--- src/rtl/chma_cline_req_sequencer.sv ---
// Chroma cache-line request sequencer: splits a reference block into the
// covering cache lines and issues them one per handshake in raster order.
module chma_cline_req_sequencer #(
    parameter int C_L_H_SIZE_C  = 3,
    parameter int C_L_V_SIZE_C  = 2,
    parameter int CHMA_DIM_WDTH = 4,
    parameter int CHMA_DIM_HIGT = 4,
    parameter int X_WDTH        = 11,
    parameter int Y_WDTH        = 11
) (
    input  logic                             clk,
    input  logic                             reset,
    input  logic                             req_valid_in,
    output logic                             req_ready_out,
    input  logic [X_WDTH-1:0]                start_x_in,
    input  logic [Y_WDTH-1:0]                start_y_in,
    input  logic [CHMA_DIM_WDTH-1:0]         rf_blk_wdt_in,
    input  logic [CHMA_DIM_HIGT-1:0]         rf_blk_hgt_in,
    input  logic                             flush_in,
    output logic                             cl_valid_out,
    input  logic                             cl_ready_in,
    output logic [X_WDTH-C_L_H_SIZE_C-1:0]   cl_x_out,
    output logic [Y_WDTH-C_L_V_SIZE_C-1:0]   cl_y_out,
    output logic [3:0]                       cl_idx_out,
    output logic                             cl_last_out,
    output logic [4:0]                       num_clines_out,
    output logic                             busy_out
);

    localparam int CLX_W = X_WDTH - C_L_H_SIZE_C;
    localparam int CLY_W = Y_WDTH - C_L_V_SIZE_C;

    localparam logic [0:0] IDLE  = 1'b0;
    localparam logic [0:0] ISSUE = 1'b1;

    logic [0:0]       state;
    logic [CLX_W-1:0] base_x;
    logic [CLY_W-1:0] base_y;
    logic [1:0]       dx;
    logic [1:0]       dy;
    logic [1:0]       ix;
    logic [1:0]       iy;
    logic [3:0]       cl_idx;
    logic [4:0]       num_clines;

    logic [X_WDTH:0]  end_x;
    logic [Y_WDTH:0]  end_y;
    logic [X_WDTH:0]  end_col_x;
    logic [Y_WDTH:0]  end_row_y;
    logic [X_WDTH:0]  base_col_x;
    logic [Y_WDTH:0]  base_row_y;
    logic [1:0]       dx_new;
    logic [1:0]       dy_new;
    logic [4:0]       num_clines_new;
    logic             at_last;
    logic             accept;

    // End coordinates carry one extra bit so a block crossing the picture
    // edge still yields the correct 2-bit line span.
    assign end_x      = {1'b0, start_x_in} + {{(X_WDTH+1-CHMA_DIM_WDTH){1'b0}}, rf_blk_wdt_in};
    assign end_y      = {1'b0, start_y_in} + {{(Y_WDTH+1-CHMA_DIM_HIGT){1'b0}}, rf_blk_hgt_in};
    assign end_col_x  = end_x >> C_L_H_SIZE_C;
    assign end_row_y  = end_y >> C_L_V_SIZE_C;
    assign base_col_x = {1'b0, start_x_in} >> C_L_H_SIZE_C;
    assign base_row_y = {1'b0, start_y_in} >> C_L_V_SIZE_C;
    assign dx_new     = 2'(end_col_x - base_col_x);
    assign dy_new     = 2'(end_row_y - base_row_y);

    assign num_clines_new = ({3'b000, dx_new} + 5'd1) * ({3'b000, dy_new} + 5'd1);

    assign accept  = (state == IDLE) && req_valid_in;
    assign at_last = (ix == dx) && (iy == dy);

    assign req_ready_out  = (state == IDLE);
    assign busy_out       = (state != IDLE);
    assign cl_valid_out   = (state == ISSUE);
    assign cl_last_out    = (state == ISSUE) && at_last;
    assign cl_x_out       = base_x + {{(CLX_W-2){1'b0}}, ix};
    assign cl_y_out       = base_y + {{(CLY_W-2){1'b0}}, iy};
    assign cl_idx_out     = cl_idx;
    assign num_clines_out = num_clines;

    always_ff @(posedge clk or negedge reset) begin
        if (!reset) begin
            state      <= IDLE;
            base_x     <= '0;
            base_y     <= '0;
            dx         <= '0;
            dy         <= '0;
            ix         <= '0;
            iy         <= '0;
            cl_idx     <= '0;
            num_clines <= '0;
        end else begin
            case (state)
                IDLE: begin
                    if (accept) begin
                        base_x     <= CLX_W'(base_col_x);
                        base_y     <= CLY_W'(base_row_y);
                        dx         <= dx_new;
                        dy         <= dy_new;
                        ix         <= '0;
                        iy         <= '0;
                        cl_idx     <= '0;
                        num_clines <= num_clines_new;
                        state      <= ISSUE;
                    end
                end
                ISSUE: begin
                    // Flush wins over a same-cycle line handshake.
                    if (flush_in) begin
                        state <= IDLE;
                    end else if (cl_ready_in) begin
                        if (at_last) begin
                            state <= IDLE;
                        end else begin
                            cl_idx <= cl_idx + 4'd1;
                            if (ix == dx) begin
                                ix <= '0;
                                iy <= iy + 2'd1;
                            end else begin
                                ix <= ix + 2'd1;
                            end
                        end
                    end
                end
                default: state <= IDLE;
            endcase
        end
    end

endmodule

--- config.mk ---
export PLATFORM = sky130hd
export DESIGN_NAME = chma_cline_req_sequencer
export DESIGN_NICKNAME = d
export VERILOG_FILES = /design/src/rtl/chma_cline_req_sequencer.sv
export SDC_FILE = /design/constraint.sdc
export NUM_CORES = 1
export LEC_CHECK = 0
export CAP_MARGIN = 20
export CORE_ASPECT_RATIO = 2
export CORE_MARGIN = 2
export CORE_UTILIZATION = 48
export CTS_CLUSTER_SIZE = 10
export DETAILED_ROUTE_END_ITERATION = 12
export PLACE_DENSITY = 0.87
export SETUP_SLACK_MARGIN = 0.3
export SYNTH_ARGS = -nofsm -noshare
export SYNTH_HDL_FRONTEND = slang
export SYNTH_SLANG_ARGS = --single-unit
--- constraint.sdc ---
create_clock -name clk -period 2.05 [get_ports clk]
set_clock_uncertainty 0.2 [all_clocks]
set_input_delay 0.3075 -clock clk [delete_from_list [all_inputs] [get_ports clk]]
set_output_delay 0.3075 -clock clk [all_outputs]
set_load 0.02 [all_outputs]
==> key figures, run 1 <==
Outcome
  • Status: finished, violations left
  • Failing checks: negative setup slack

Detailed routing
  • DRT met1 WL: 3170 µm
  • Vias per cell: 5.76
  • Drt wl/cell: 22.0 µm
  • Router iterations before antenna repair: 4
  • Routed wl met2: 5360 µm
  • DRC violations left: 0
  • DR top layer: met4
  • Met3 Routed Length: 379 µm
  • Final ANT Viol Nets: 0
  • Vias post-DR: 2,484
  • Total Wirelength: 9500 µm
  • Initial DRC count: 89

GRT
  • Global-route wire length before repair: 12,000 µm
  • Maximum number of pins on one net before global-route repair: 36
  • GRT overflow: 0
  • Initial antenna violation count: 0
  • Vias in the first global route: 2,556
  • Gr usage total: 31.6%

Synthesis
  • Post-synthesis sequential area ratio: 39.3%
  • Largest family of logic cells by synthesized area: simple AND/OR/NAND/NOR gates
  • Post-synthesis instance area: 2230 µm²
  • Post-synthesis mux area share: 0.956%
  • Compound-cell area share of the yosys netlist: 8.38%
  • Post-synthesis adder-cell area fraction: 13.2%
  • Yosys warnings: 0
  • Synth Instances: 252
  • Syn Nets: 308
  • Async set-reset flop share out of synthesis: 100%
  • XOR/XNOR Fraction of Synth Area: 9.44%
  • Flops & latches, synth: 35
  • Count of cell types in the netlist: 41
  • Post-Syn Area per Cell: 8.83 µm²
  • Predominant post-synthesis flop cell: dfrtp_1
  • Number of enable flip-flop cells after synthesis: 0
  • Post-Synth Simple-Gate Area: 23.9%

Pwr
  • Clock power share: 9.7%
  • Reg power frac: 22.4%
  • Switching power: 2.33 mW
  • Comb pwr share: 67.8%
  • Worst VDD drop: 990 µV
  • Overall power: 5.28 mW
  • LEAKAGE: 1.96 nW
  • Sw Ratio: 44.0%
  • Int Pwr: 2.96 mW
  • PD cells: 1290 nW/µm²

Timing
  • RSZ-0062 raised after global routing: true
  • Final hold violations: 0
  • Fmax: 294 MHz
  • Slew Viols, Final: 0
  • Setup-failing EPs final: 23
  • Final Critical Period: 3.40 ns
  • Post-route setup slack: -1.35 ns
  • Slew HR: 68.4%
  • Tcrit/Tclk final: 166%
  • Worst Tran Pin Value: 0.474 ns

Clocking
  • Total CTS buffers: 5
  • Clk root buf: clkbuf_8
  • Clock edge transition at the registers on the reported setup and hold paths: 0.08 ns
  • Max Root-Sink Buffers: 2
  • Number of H-tree levels: 2
  • Latest clock arrival within the worst-skew pair: 0.31 ns
  • CTS tree: done
  • CTS Sinks: 35

Finish
  • Most common cell after layout, fill and taps aside: nand2_1
  • Non-Filler Instances: 431
  • Register area: 877 µm²
  • Multi-input combinational cell area: 1860 µm²
  • Fillers: 173
  • Antenna Cells: 0
  • Fraction of layout instances using a drive strength above 1: 46.3%
  • Layout Area Growth over Synthesis: 84.5%
  • Final net count: 431
  • Commonest non-fill, non-tap cells in the layout: 71 x nand2_1, 44 x buf_4, 36 x buf_6

Hold path
  • Hold crit path type: in -> async

Worst setup path
  • Required time worst endpoint: 2.05 ns
  • Crit start category: primary input
  • Worst Setup End Kind: flop
  • Setup CP Type: in -> reg
  • WP data arrival: 3.40 ns
  • Worst-path maximum fanout: 3

Die
  • Starting density of the core: 48.9%
  • Die Wd: 52.2 µm
  • Die Area: 5230 µm²
  • Row cnt: 35
  • Core Region: 4550 µm²
  • Die Height: 100 µm
  • I/O pins: 65

Placement
  • PortBufs: 64
  • Final RePlAce weighted congestion: 0.919
  • Post-DP HPWL: 4620 µm
  • Post-placement cell count: 402

Job
  • Max-cap violation count: 0
==> final timing paths <==
| kind | start | end | slack (ns) | cells after the start |
|---|---|---|---|---|
| worst max-delay path | start_y_in[2] | num_clines_out[4]$_DFFE_PN0P_ | -1.35 | 16 |
| worst min-delay path | reset | base_y[8]$_DFFE_PN0P_ | 0.21 | 2 |
| worst max register to register | ix[1]$_DFFE_PN0P_ | cl_idx_out[0]$_DFFE_PN0P_ | -0.08 | 9 |
| worst min register to register | num_clines_out[1]$_DFFE_PN0P_ | num_clines_out[1]$_DFFE_PN0P_ | 0.30 | 2 |
| max in group asynchronous | reset | busy_out$_DFF_PN0_ | 1.08 | 2 |
| min in group clk | start_y_in[2] | base_y[0]$_DFFE_PN0P_ | 0.25 | 4 |
==> registers in the layout, indices dropped and copies added, names as in the netlist <==
register / flops
busy_out: 1
dy: 2
iy: 2
base_x: 8
dx: 2
ix: 2
cl_idx_out: 4
num_clines_out: 5
base_y: 9
==> timing repair <==
| action | in CTS | in global routing |
|---|---|---|
| setup endpoints to repair | 44 | 42 |
| buffers inserted | 11 | 10 |
| pin swaps | 50 | 27 |
| hold endpoints to repair | 0 | 0 |
| hold buffers | 0 | 0 |
| resized for setup | 188 | 42 |
==> cell type report <==
class                   instances  area share [%]
clock buffers                   5            1.68
clock inverters                 3           0.366
inverters                      15            1.37
multi-input cells             192            45.4
flip-flops and latches         35            21.4
well taps                      55            1.68
repair buffers                126            28.2
==> worst max-delay path, stage by stage <==
cell and delay, ns:
buf_2 0.15, ha_4 0.30, inv_2 0.05, xnor2_2 0.21, ha_4 0.19, xnor2_4 0.09
xnor2_2 0.16, ha_2 0.38, nand2_2 0.06, fa_1 0.50, inv_2 0.05, ha_4 0.15
fa_2 0.36, xnor2_2 0.16, xnor2_1 0.18, o21ai_1 0.09
==> metrics by stage <==
stage / setup slack (ns) / hold WS [ns] / cell area, µm² / utilization [%] / TNS [ns]
2_1_floorplan: -1.26 / -0.188 / 2550 / - / -3.67
3_3_place_gp: -1.85 / 0.261 / 3520 / 77.3 / -11.93
3_5_place_dp: -1.94 / 0.262 / 3520 / 77.3 / -12.97
4_1_cts: -1.31 / 0.165 / 3810 / 83.6 / -6.68
5_1_grt: -1.47 / 0.237 / 4110 / 90.2 / -9.14
6_report: -1.35 / 0.210 / 4110 / 90.2 / -7.62
==> power groups by stage <==
stage / clock network [mW] / logic (mW) / registers [mW]
3_3_place_gp: 0 / 2.58 / 1.15
5_1_grt: 0.538 / 3.77 / 1.21
4_1_cts: 0.498 / 2.97 / 1.15
3_5_place_dp: 0 / 2.67 / 1.16
6_report: 0.515 / 3.58 / 1.19
2_1_floorplan: 0 / 1.39 / 1.29
==> cell usage after synthesis (5+ instances only) <==
| library cell | count | area (µm²) |
|---|---|---|
| nand2_1 | 78 | 293 |
| dfrtp_1 | 35 | 876 |
| xnor2_1 | 20 | 175 |
| ha_1 | 17 | 213 |
| inv_1 | 15 | 56.3 |
| nand3_1 | 8 | 40.0 |
| clkbuf_1 | 7 | 26.3 |
| and2_1 | 6 | 37.5 |
| o21ai_0 | 6 | 30.0 |
| nand4_1 | 5 | 31.3 |
==> metal layers <==
layer	track usage, %	up-vias
met5	0	-
met1	32.0	1241
met2	57.6	131
met4	19.7	0
met3	4.46	34
li1	-	1078
==> cells by family (layout without fill, tap and decap cells) <==
family          count (synthesis)  after routing
fa+ha+maj                      21             21
mux                             2              2
xor+xnor                       24             24
simple gates                  118            118
buf+inv                        25            149
flops                          35             35
compound gates                 27             27
Note: power is estimated with default switching activity, not from simulation.
==> inputs of run 2 (changes only) <==
Settings changed: REMOVE_ABC_BUFFERS set to 1.
==> key figures, run 2 (same netlist as run 1, synthesis figures left out) <==
Timing
  • Tcrit/Tclk final: 172%
  • Final hold violations: 0
  • Fmax: 283 MHz
  • Worst Tran Pin Value: 0.461 ns
  • Slew HR: 69.3%
  • Final Critical Period: 3.53 ns
  • RSZ-0062 raised after global routing: true
  • Slew Viols, Final: 0
  • Post-route setup slack: -1.48 ns
  • Setup-failing EPs final: 21
  • Fin Setup TNS: -8.43 ns

Finish
  • Commonest non-fill, non-tap cells in the layout: 72 x nand2_1, 58 x buf_4, 35 x dfrtp_1
  • Fraction of layout instances using a drive strength above 1: 44.6%
  • Multi-input combinational cell area: 1710 µm²
  • Antenna Cells: 0
  • Post-layout util: 87.8%
  • Largest register FFs: 9
  • Final net count: 436
  • Fin area: 4000 µm²
  • Fillers: 190
  • Top reg by flops: base_y
  • Most common cell after layout, fill and taps aside: nand2_1
  • Register area: 876 µm²
  • Layout Area Growth over Synthesis: 79.7%

Clocking
  • Number of H-tree levels: 2
  • Latest clock arrival within the worst-skew pair: 0.30 ns
  • Clk root buf: clkbuf_8
  • Total CTS buffers: 5
  • CTS tree: done
  • Max Root-Sink Buffers: 2
  • Clock edge transition at the registers on the reported setup and hold paths: 0.07 ns
  • CTS Sinks: 35
  • Hold-fix buffers at CTS: 0

Die
  • Die Area: 5230 µm²
  • Core Region: 4550 µm²
  • Row cnt: 35
  • I/O pins: 65
  • Die Height: 100 µm
  • Starting density of the core: 48.9%
  • Die Wd: 52.2 µm

Worst setup path
  • Crit start category: primary input
  • CP Launch Point: rf_blk_wdt_in[2]
  • Worst r2r src: iy[0]$_DFFE_PN0P_
  • Worst-path maximum fanout: 2
  • WP data arrival: 3.50 ns
  • Setup CP Type: in -> reg
  • FF-to-FF setup slack: -0.05 ns
  • Crit path to: num_clines_out[4]$_DFFE_PN0P_
  • Reg2reg end: cl_idx_out[0]$_DFFE_PN0P_
  • Required time worst endpoint: 2.02 ns
  • Worst Setup End Kind: flop
  • Reg2reg path depth: 8

Pwr
  • LEAKAGE: 1.94 nW
  • Worst VDD drop: 926 µV
  • PD cells: 1350 nW/µm²

Outcome
  • Status: finished, violations left
  • Failing checks: negative setup slack

Detailed routing
  • Initial DRC count: 102
  • Vias per cell: 5.68
  • Vias post-DR: 2,475
  • DRC violations left: 0
  • Router iterations before antenna repair: 5
  • Final ANT Viol Nets: 0
  • Drt wl/cell: 21.0 µm
  • Total Wirelength: 9150 µm

GRT
  • Global-route wire length before repair: 11,600 µm
  • GRT overflow: 0
  • Vias in the first global route: 2,480
  • Maximum number of pins on one net before global-route repair: 36
  • Gr usage total: 30.8%
  • Initial antenna violation count: 0

Placement
  • Post-DP HPWL: 4360 µm
  • PortBufs: 64
  • Final RePlAce weighted congestion: 0.831
  • Placed cell area: 3190 µm²
  • Setup WS pre-CTS: -2.20 ns

Hold path
  • Hold Path Depth: 4
  • Hold crit path type: in -> reg

Job
  • Max-cap violation count: 0
run 2: area by class of cell:
type,count,share of cell area (%)
clock buffers,6,1.81
clock inverters,2,1.50
inverters,15,1.41
multi-input cells,192,42.7
flip-flops and latches,35,21.9
well taps,55,1.72
repair buffers,131,29.0
run 2: worst min path at each step:
stage                                         end                     startpoint
floorplan                   base_x[0]$_DFFE_PN0P_                          reset
global placement    num_clines_out[1]$_DFFE_PN0P_  num_clines_out[1]$_DFFE_PN0P_
detailed placement  num_clines_out[3]$_DFFE_PN0P_  num_clines_out[3]$_DFFE_PN0P_
CTS                         base_y[0]$_DFFE_PN0P_                  start_y_in[2]
global route                base_y[0]$_DFFE_PN0P_                  start_y_in[2]
finish                      base_y[0]$_DFFE_PN0P_                  start_y_in[2]
run 2: per-layer routing:
layer  GRT usage (%)  part of all wire (%)  vias to the layer above
met5               0                     0                        -
met4            18.1                   5.3                        0
met3            4.46                   5.0                       38
met2            56.6                    57                      130
met1            31.2                    33                     1214
li1                -                     -                     1093
run 2: repair_timing:
action / CTS / global route
setup buffers: 17 / 10
setup endpoints to repair: 48 / 51
gates resized for setup: 224 / 40
pin swaps: 46 / 34
endpoints found under the hold margin: 0 / 0
run 2: power by group:
part	total [mW]	internal [mW]	switching, mW
clock network	0.748	0.486	0.262
registers	1.22	0.931	0.293
logic	3.42	1.72	1.71
total	5.40	3.13	2.26
run 2: per-stage QoR:
| step | total power, mW | cells | hold WS (ns) |
|---|---|---|---|
| after global placement | 3.44 | 401 | 0.261 |
| after floorplan | 2.34 | 242 | -0.188 |
| after CTS | 4.78 | 426 | 0.164 |
| after detailed placement | 3.52 | 401 | 0.266 |
| after global routing | 5.60 | 436 | 0.192 |
| final | 5.40 | 436 | 0.176 |
run 2: worst max-delay path: stages:
cell     delay, ns
buf_8         0.10
ha_4          0.24
a21oi_4       0.17
nand2_2       0.10
xnor2_2       0.16
ha_4          0.19
nor3_4        0.22
nor2_1        0.07
ha_1          0.31
nand2_2       0.06
fa_1          0.56
inv_2         0.07
ha_4          0.16
fa_2          0.35
xnor2_2       0.15
xnor2_1       0.17
o21ai_1       0.11
==> inputs of run 3 (changes only) <==
Settings changed: CORE_ASPECT_RATIO 2 to 0.75, CORE_MARGIN 2 to not set.
==> key figures, run 3 (same netlist as run 1, synthesis figures left out) <==
GRT
  • Maximum number of pins on one net before global-route repair: 36
  • Global-route wire length before repair: 9840 µm
  • Vias in the first global route: 2,168
  • Gr usage total: 27.1%
  • Initial antenna violation count: 0
  • GRT overflow: 0

Worst setup path
  • WP data arrival: 3.31 ns
  • Worst r2r src: iy[0]$_DFFE_PN0P_
  • Crit start category: primary input
  • Reg2reg end: cl_idx_out[0]$_DFFE_PN0P_
  • FF-to-FF setup slack: -0.33 ns
  • Setup CP Type: in -> reg
  • Crit path max-delay cell type: fa_1
  • Crit-path cells: buf_6 > ha_4 > nand4_1 > nand2_2 > xnor2_2 > ha_2 > o21a_1 > nor2_1 > ha_1 > nand2_2 > fa_1 > inv_2 > ha_4 > fa_2 > xnor2_2 > xnor2_1 > o21ai_1
  • Slowest stage delay, CP: 0.50 ns
  • Reg2reg path depth: 11
  • Worst Setup End Kind: flop
  • Bufs and invs on worst path: 2
  • Worst-path maximum fanout: 3
  • Required time worst endpoint: 2.02 ns
  • Critical path's top delay family: adder cells

Detailed routing
  • Router iterations before antenna repair: 5
  • Total Wirelength: 8430 µm
  • DRC violations left: 0
  • Vias post-DR: 2,489
  • Vias per cell: 5.72
  • Drt wl/cell: 19.4 µm
  • Final ANT Viol Nets: 0
  • Initial DRC count: 176

Pwr
  • Worst VDD drop: 881 µV
  • LEAKAGE: 1.89 nW
  • PD cells: 1290 nW/µm²
  • Overall power: 4.99 mW

Die
  • Die Area: 4920 µm²
  • Die Height: 61.0 µm
  • Die Wd: 80.6 µm
  • Row cnt: 21
  • I/O pins: 65
  • Core Region: 4470 µm²
  • Starting density of the core: 49.8%

Timing
  • Fin Hold WS: 0.231 ns
  • Setup-failing EPs final: 26
  • Tcrit/Tclk final: 163%
  • Slew HR: 69.1%
  • Post-route setup slack: -1.29 ns
  • Worst Tran Pin Value: 0.463 ns
  • Slew Viols, Final: 0
  • Fin Setup TNS: -9.16 ns
  • Final hold violations: 0
  • Final Critical Period: 3.34 ns
  • RSZ-0062 raised after global routing: true
  • Fmax: 300 MHz

Clocking
  • Max Root-Sink Buffers: 2
  • Latest clock arrival within the worst-skew pair: 0.30 ns
  • CTS tree: done
  • Number of H-tree levels: 2
  • CTS Sinks: 35
  • Total CTS buffers: 5
  • Clock edge transition at the registers on the reported setup and hold paths: 0.07 ns
  • Clk root buf: clkbuf_8

Placement
  • Post-DP HPWL: 4220 µm
  • PortBufs: 64
  • Setup WS pre-CTS: -2.21 ns
  • Final RePlAce weighted congestion: 0.826

Finish
  • Fraction of layout instances using a drive strength above 1: 43.1%
  • Post-layout util: 86.7%
  • Final net count: 433
  • Most common cell after layout, fill and taps aside: nand2_1
  • Top reg by flops: base_y
  • Largest register FFs: 9
  • Antenna Cells: 0
  • Layout Area Growth over Synthesis: 74.0%
  • Commonest non-fill, non-tap cells in the layout: 71 x nand2_1, 57 x buf_4, 34 x dfrtp_1

Hold path
  • HP Start: start_y_in[2]
  • Hold Path Depth: 4
  • Hold EP: base_y[0]$_DFFE_PN0P_
  • Hold crit path type: in -> reg

Outcome
  • Status: finished, violations left
  • Failing checks: negative setup slack

Job
  • Max-cap violation count: 0
-- run 3: cell types whose count changed in the layout (fill, tap and decap cells not counted), moves of 2 or more --
cell	previous run	this run
clkdlybuf4s15_1	0	2
xnor2_1	6	9
xnor2_2	12	10
bufinv_16	2	0
nor2_2	2	0
ha_2	2	4
ha_4	12	8
ha_1	3	5
clkinvlp_4	0	2
nor2_4	1	3
dlygate4sd2_1	17	15
-- run 3: worst max-delay path by stage --
stage                                 from                            end  depth (start not counted)
after floorplan              start_x_in[2]  num_clines_out[4]$_DFFE_PN0P_                         16
after global placement       start_x_in[2]  num_clines_out[4]$_DFFE_PN0P_                         17
after detailed placement     start_x_in[2]  num_clines_out[4]$_DFFE_PN0P_                         17
after CTS                 rf_blk_hgt_in[1]  num_clines_out[4]$_DFFE_PN0P_                         16
after global routing         start_x_in[2]  num_clines_out[4]$_DFFE_PN0P_                         17
final                        start_x_in[2]  num_clines_out[4]$_DFFE_PN0P_                         17
-- run 3: stage by stage --
stage	instance area (µm²)	std cells
floorplan	2180	242
global placement	3180	402
detailed placement	3180	402
CTS	3530	424
global route	3870	435
finish	3870	435
-- run 3: report_power, final --
group          switching, mW  internal [mW]
Sequential             0.253          0.931
Clock                  0.285          0.237
Combinational           1.67           1.62
-- run 3: area by class of cell --
type / count / area (µm²)
clock buffers: 5 / 68.8
clock inverters: 3 / 20.0
fillers: 215 / 594
inverters: 15 / 56.3
multi-input cells: 192 / 1640
flip-flops and latches: 35 / 877
well taps: 57 / 71.3
repair buffers: 128 / 1140
-- run 3: worst min-delay path, stage by stage --
cell	delay, ns
buf_2	0.13
buf_4	0.12
nand2_1	0.05
nand2_1	0.08
-- run 3: what timing repair did --
item | in CTS | in global routing
gates cloned | 1 | 0
pin swaps | 40 | 40
hold buffers | 1 | 0
endpoints found under the hold margin | 35 | 0
resized for setup | 203 | 57
endpoints found under the setup margin | 43 | 33
setup buffers | 12 | 11
-- run 3: layer usage --
| layer | routed length (µm) | global-route usage, % |
|---|---|---|
| met5 | 0 | 0 |
| met2 | 4470 | 51.7 |
| met1 | 3090 | 30.8 |
| met3 | 525 | 5.26 |
| met4 | 341 | 8.93 |
